`src/rtl/apb_bus1_ctrl.sv`:
```
`timescale 1ns/1ps
// apb_bus1_ctrl: single-master APB controller for Bus[1], six-slot fixed address map.
// Optional ACCESS-phase timeout is compiled in with `define BUS1_APB_TIMEOUT_EN.
module apb_bus1_ctrl #(
    parameter int TIMEOUT = 1024
) (
    input  logic         i_clk,
    input  logic         i_nrst,
    input  logic         i_req_valid,
    output logic         o_req_ready,
    input  logic [63:0]  i_req_addr,
    input  logic         i_req_write,
    input  logic [31:0]  i_req_wdata,
    input  logic [3:0]   i_req_wstrb,
    output logic         o_resp_valid,
    input  logic         i_resp_ready,
    output logic [31:0]  o_resp_rdata,
    output logic         o_resp_err,
    // slot i: o_apbo[74*i +: 74] = {paddr[31:0], pprot[2:0], psel, penable, pwrite, pwdata[31:0], pstrb[3:0]}
    output logic [443:0] o_apbo,
    // slot i: i_apbi[34*i +: 34] = {pready, prdata[31:0], pslverr}
    input  logic [203:0] i_apbi
);

    localparam int SLV_TOTAL = 6;
    localparam int APBO_W    = 74;
    localparam int APBI_W    = 34;

    // uart1, PRCI, DMI, GPIO, DDR MGMT, PnP; end addresses are exclusive
    localparam logic [63:0] SLV_BASE [SLV_TOTAL] = '{
        64'h0001_0000, 64'h0001_2000, 64'h0001_E000,
        64'h0006_0000, 64'h000C_0000, 64'h000F_F000};
    localparam logic [63:0] SLV_END  [SLV_TOTAL] = '{
        64'h0001_1000, 64'h0001_3000, 64'h0001_F000,
        64'h0006_1000, 64'h000C_1000, 64'h0010_0000};

    typedef enum logic [1:0] {IDLE, SETUP, ACCESS, RESP} state_t;

    state_t      state;
    state_t      state_nxt;
    logic [31:0] addr_q;
    logic        write_q;
    logic [31:0] wdata_q;
    logic [3:0]  wstrb_q;
    logic [2:0]  sel_q;
    logic [31:0] rdata_q;
    logic [31:0] rdata_nxt;
    logic        err_q;
    logic        err_nxt;
    logic        load_resp;
    logic        dec_hit;
    logic [2:0]  dec_idx;
    logic        pready_sel;
    logic        pslverr_sel;
    logic [31:0] prdata_sel;
    logic        expired;

    if (TIMEOUT < 2) begin : g_timeout_check
        $error("apb_bus1_ctrl: TIMEOUT must be at least 2");
    end

    // descending scan so the lowest matching slot is the one left standing
    always_comb begin
        dec_hit = 1'b0;
        dec_idx = '0;
        for (int i = SLV_TOTAL - 1; i >= 0; i--) begin
            if (i_req_addr >= SLV_BASE[i] && i_req_addr < SLV_END[i]) begin
                dec_hit = 1'b1;
                dec_idx = 3'(i);
            end
        end
    end

    always_comb begin
        pready_sel  = 1'b0;
        prdata_sel  = '0;
        pslverr_sel = 1'b0;
        for (int i = 0; i < SLV_TOTAL; i++) begin
            if (sel_q == 3'(i)) begin
                pready_sel  = i_apbi[APBI_W*i + 33];
                prdata_sel  = i_apbi[APBI_W*i + 1 +: 32];
                pslverr_sel = i_apbi[APBI_W*i];
            end
        end
    end

    always_ff @(posedge i_clk) begin
        if (state == IDLE && i_req_valid) begin
            addr_q  <= i_req_addr[31:0];
            write_q <= i_req_write;
            wdata_q <= i_req_wdata;
            wstrb_q <= i_req_wstrb;
            sel_q   <= dec_idx;
        end
    end

`ifdef BUS1_APB_TIMEOUT_EN
    localparam int CNT_W = $clog2(TIMEOUT);

    logic [CNT_W-1:0] cnt_q;

    always_ff @(posedge i_clk or negedge i_nrst) begin
        if (!i_nrst) begin
            cnt_q <= '0;
        end else if (state == SETUP) begin
            cnt_q <= '0;
        end else if (state == ACCESS && !pready_sel) begin
            cnt_q <= cnt_q + 1'b1;
        end
    end

    assign expired = (cnt_q == CNT_W'(TIMEOUT - 1));
`else
    assign expired = 1'b0;
`endif

    always_ff @(posedge i_clk or negedge i_nrst) begin
        if (!i_nrst) begin
            state   <= IDLE;
            rdata_q <= '0;
            err_q   <= 1'b0;
        end else begin
            state <= state_nxt;
            if (load_resp) begin
                rdata_q <= rdata_nxt;
                err_q   <= err_nxt;
            end
        end
    end

    always_comb begin
        state_nxt = state;
        load_resp = 1'b0;
        rdata_nxt = '0;
        err_nxt   = 1'b0;
        case (state)
            IDLE: begin
                if (i_req_valid) begin
                    if (dec_hit) begin
                        state_nxt = SETUP;
                    end else begin
                        state_nxt = RESP;
                        load_resp = 1'b1;
                        err_nxt   = 1'b1;
                    end
                end
            end
            SETUP: state_nxt = ACCESS;
            ACCESS: begin
                // pready in the expiry cycle still completes normally
                if (pready_sel) begin
                    state_nxt = RESP;
                    load_resp = 1'b1;
                    rdata_nxt = (write_q || pslverr_sel) ? 32'h0 : prdata_sel;
                    err_nxt   = pslverr_sel;
                end else if (expired) begin
                    state_nxt = RESP;
                    load_resp = 1'b1;
                    err_nxt   = 1'b1;
                end
            end
            RESP: begin
                if (i_resp_ready) begin
                    state_nxt = IDLE;
                end
            end
            default: state_nxt = IDLE;
        endcase
    end

    always_comb begin
        o_apbo = '0;
        if (state == SETUP || state == ACCESS) begin
            for (int i = 0; i < SLV_TOTAL; i++) begin
                if (sel_q == 3'(i)) begin
                    o_apbo[APBO_W*i +: APBO_W] = {addr_q, 3'b000, 1'b1, state == ACCESS, write_q,
                                                  write_q ? wdata_q : 32'h0,
                                                  write_q ? wstrb_q : 4'h0};
                end
            end
        end
    end

    assign o_req_ready  = (state == IDLE);
    assign o_resp_valid = (state == RESP);
    assign o_resp_rdata = rdata_q;
    assign o_resp_err   = err_q;

endmodule

```
`config.mk`:
```
export PLATFORM = sky130hd
export DESIGN_NAME = apb_bus1_ctrl
export DESIGN_NICKNAME = d
export VERILOG_FILES = /design/src/rtl/apb_bus1_ctrl.sv
export SDC_FILE = /design/constraint.sdc
export NUM_CORES = 1
export LEC_CHECK = 0
export BUFFER_PORTS_ARGS = -buffer_cell sky130_fd_sc_hd__buf_2
export CAP_MARGIN = 20
export CORE_AREA = 2 2 306 308
export DETAILED_ROUTE_END_ITERATION = 16
export DIE_AREA = 0 0 308 310
export PLACE_DENSITY_LB_ADDON = 0.08
export SYNTH_ARGS = -nofsm -noshare
export SYNTH_HDL_FRONTEND = slang
export SYNTH_SLANG_ARGS = --single-unit
```
`constraint.sdc`:
```
create_clock -name i_clk -period 4.5 [get_ports i_clk]
set_clock_uncertainty 0.1 [all_clocks]
set_input_delay 0.45 -clock i_clk [delete_from_list [all_inputs] [get_ports i_clk]]
set_output_delay 0.45 -clock i_clk [all_outputs]
set_load 0.02 [all_outputs]
```
==> summary.md <==
| Metric | Value |
|---|---|
| Clock Tree Root | clkbuf_16 |
| Detailed placement HPWL | 46450 um |
| Pre-CTS WS | 1.388 ns |
| DRT antenna net count | 0 |
| Maxcap violations | 0 |
| Hold Fails Final Rpt | 0 |
| Internal Pwr Total | 0.001589 W |
| Hold buffer count at cts | 0 |
| Pwr Density | 151.6 nW/um^2 |
| CP Data Arrival Time | 2.74 ns |
| Top Ports | 788 |
| Clock latency at the later pin of the worst-skew pair | 0.40 ns |
| CTS buffer count | 9 |
| CP max FO | 70 |
| First-pass GRT wire length | 78780 um |
| Run status | finished clean |
| Placed cell area | 13990 um^2 |
| PnR worst setup slack | 1.206 ns |
| Worst setup path start | state[1] |
| Residual DRC | 0 |
| Ys async rst share | 32.71% |
| H-tree depth | 3 |
| Top-count cell post-synth | and3_1 |
| Unrepaired setup endpoints after global routing | no |
| Post-synth EDFFs | 72 |
| Chip height | 310 um |
| Synth Area in Compound Gates | 7.999% |
| Combinational Power Share | 11.1% |
| Switching share of total power | 26.76% |
| Vias | 10.47k |
| Seq pwr share | 48.4% |
| Data required time of the worst path | 3.95 ns |
| Mux contribution to synthesized area | 12.59% |
| CP Launch Type | flip-flop |
| Fill count | 10.59k |
| Worst Hold Class | in -> async |
| CP cell instances | inv_1 > ha_1 > nand2b_1 > nor2_4 > buf_4 > and3_1 > buf_2 |
| Router iterations before antenna repair | 4 |
| Mean Syn Cell Area | 8.938 um^2 |
| Peak VDD IR | 0.1491 mV |
| Switching pwr | 0.0005804 W |
| DR iter-0 viols | 532 |
| CTS sink cnt | 107 |
| Max Clock Freq | 0.3036 GHz |
| CORE AREA | 92490 um^2 |
| Post-route cell area | 14310 um^2 |
| Synth warn | 0 |
| Port Buf Inserts | 769 |
| GPL Wtd Cong | 0.7588 |
| Clock power frac | 40.5% |
| Die X | 308 um |
| CP max stage delay | 0.57 ns |
| Main combinational cell family by area after synthesis | simple AND/OR/NAND/NOR gates |
| Post-Synth Adder-Cell Area | 0.4225% |
| Proportion of layout cells with a drive suffix above 1 | 52.16% |
| Synthesis-to-finish area growth | 61.03% |
| Post CTS Setup Buffer Count | 0 |
| Net count, final | 1996 |
| Routed len/inst | 20.45 um |
| Rel. slew slack | 29.45% |
| Synthesized area | 8885 um^2 |
| Die area | 95480 um^2 |
| Top FF cell, synth | edfxtp_1 |
| Yosys top cell area share | 24.33% |
| Flop2flop setup slack | 1.59 ns |
| Crit Path Category | reg -> out |
| Cells after Synth | 994 |
| Starting Density | 9.606% |
| Max Root-Sink Buffers | 2 |
| Worst Tran Pin Value | 1.049 ns |
| Gr ovfl total | 0 |
| # rows | 112 |
| Clk pin slew, worst setup/hold paths | 0.10 ns |
| Crit-path slowest cell | buf_4 |
| Top post-synthesis cells by area | edfxtp_1 (24%), and3_1 (15%), and2_1 (14%) |
| Post-cts sizing count | 0 |
| Final min period | 3.294 ns |
| Synth area leader | edfxtp_1 |
| Synth top cells by count | and3_1 (217), and2_1 (199), clkbuf_1 (89) |
| Setup-failing EPs final | 0 |
| Aggregate routed wire length | 59280 um |
| Number of global-route vias before repair | 9982 |
| Setup_tns | 0 ns |
| Crit share post-route | 73.19% |
| Final core utilization | 15.47% |
| Simple-gate area share of the yosys netlist | 36.67% |
| Vias per cell | 3.610 |
| Worst setup EP type | output port |
| Total GRT Usage | 11.64% |
| Initial antenna violation count | 23 |
| Post-Synth XOR/XNOR Area | 0.09858% |
| Leakage | 8.231 nW |
| Largest net degree at the start of global routing | 219 |
| Slew Viols, Final | 0 |
| Reg2reg start | sel_q[0] |
| FF+latch count, synth | 107 |
| TritonCTS clock tree | yes |
| Post-synth cell types | 48 |
| Seq/Total Area, Yosys | 34.19% |
power by group through the flow:
stage / Sequential (W) / Clock, W / Combinational (W)
after global routing: 0.00105 / 0.000968 / 0.000266
after floorplan: 0.00107 / 0 / 0.0000860
after CTS: 0.00105 / 0.000957 / 0.000245
after detailed placement: 0.00107 / 0 / 0.000244
after global placement: 0.00107 / 0 / 0.000246
final: 0.00105 / 0.000879 / 0.000240
flip-flops by register name, indices dropped and copies added, names as in the netlist:
name and count:
state 2, write_q 1, o_resp_err 1, wstrb_q 4
sel_q 3, wdata_q 32, addr_q 32, o_resp_rdata 32
area by class of cell:
class | count | area (um^2) | share of cell area (%)
Multi-Input combinational cell | 742 | 5253 | 36.71
Timing Repair Buffer | 787 | 4059 | 28.37
Sequential cell | 107 | 3038 | 21.23
Tap cell | 1197 | 1498 | 10.47
Clock buffer | 10 | 239.0 | 1.670
Inverter | 37 | 138.9 | 0.9707
Clock inverter | 6 | 50.05 | 0.3498
Antenna cell | 13 | 32.53 | 0.2274
critical path: cells and delay by family, from the launching register on:
kind	cells	cell delay, ns
and+or+nand+nor	3	0.57
adders and majority gates	1	0.33
buffers and inverters	3	0.80
DFF	1	0.41
metrics by stage:
stage               total power (W)  instances  hold WS [ns]
floorplan                  0.001158       1011       0.05441
global placement           0.001318       2870        0.4006
detailed placement         0.001315       2870        0.4053
CTS                        0.002252       2886       0.05337
global route               0.002284       2890       0.06448
finish                     0.002169       2899        0.1011
kinds of logic (layout without fill, tap and decap cells):
kind of cell | Yosys count | count (layout)
compound gates | 110 | 110
xor+xnor | 1 | 1
fa+ha+maj | 3 | 3
buf+inv | 162 | 840
flops | 107 | 107
mux | 68 | 68
other cells | 1 | 31
simple gates | 542 | 542
placed cells by master, fill, tap and decap left out, drive strengths merged, types with 2 or more instances in the layout:
cell | synthesis | final
nand2b | 7 | 7
nand2 | 38 | 38
o21a | 2 | 2
a21o | 2 | 2
or3 | 3 | 3
and3 | 217 | 217
a22oi | 31 | 31
edfxtp | 72 | 72
nand4 | 4 | 4
mux2 | 30 | 30
mux4 | 32 | 32
buf | 36 | 787
nand3 | 34 | 34
nor3 | 5 | 5
nor3b | 5 | 5
o21ai | 33 | 33
ha | 3 | 3
or4 | 3 | 3
clkinv | 0 | 5
nor4 | 13 | 13
and2 | 199 | 199
o32ai | 3 | 3
o22ai | 32 | 32
inv | 37 | 38
diode | 0 | 13
conb | 1 | 18
dfrtp | 35 | 35
mux2i | 6 | 6
nor2 | 9 | 9
a21oi | 2 | 2
clkbuf | 89 | 10
path summary, 6_finish.rpt:
check,endpoint,depth (start not counted)
min in group i_clk,wstrb_q[3],1
worst min register to register,o_resp_rdata[24],2
worst min-delay path,o_resp_rdata[9],1
worst max-delay path,o_apbo[233],7
max in group asynchronous,o_resp_rdata[3],1
worst max register to register,o_resp_rdata[0],7
per-layer routing:
layer | vias to the layer above | GRT usage (%) | wire, um
li1 | 4920 | - | -
met3 | 51 | 3.889 | 4267
met5 | - | 0 | 158
met4 | 22 | 2.745 | 892
met1 | 5018 | 12.82 | 23090
met2 | 454 | 21.44 | 30870
(Power assumes the default switching activity.)
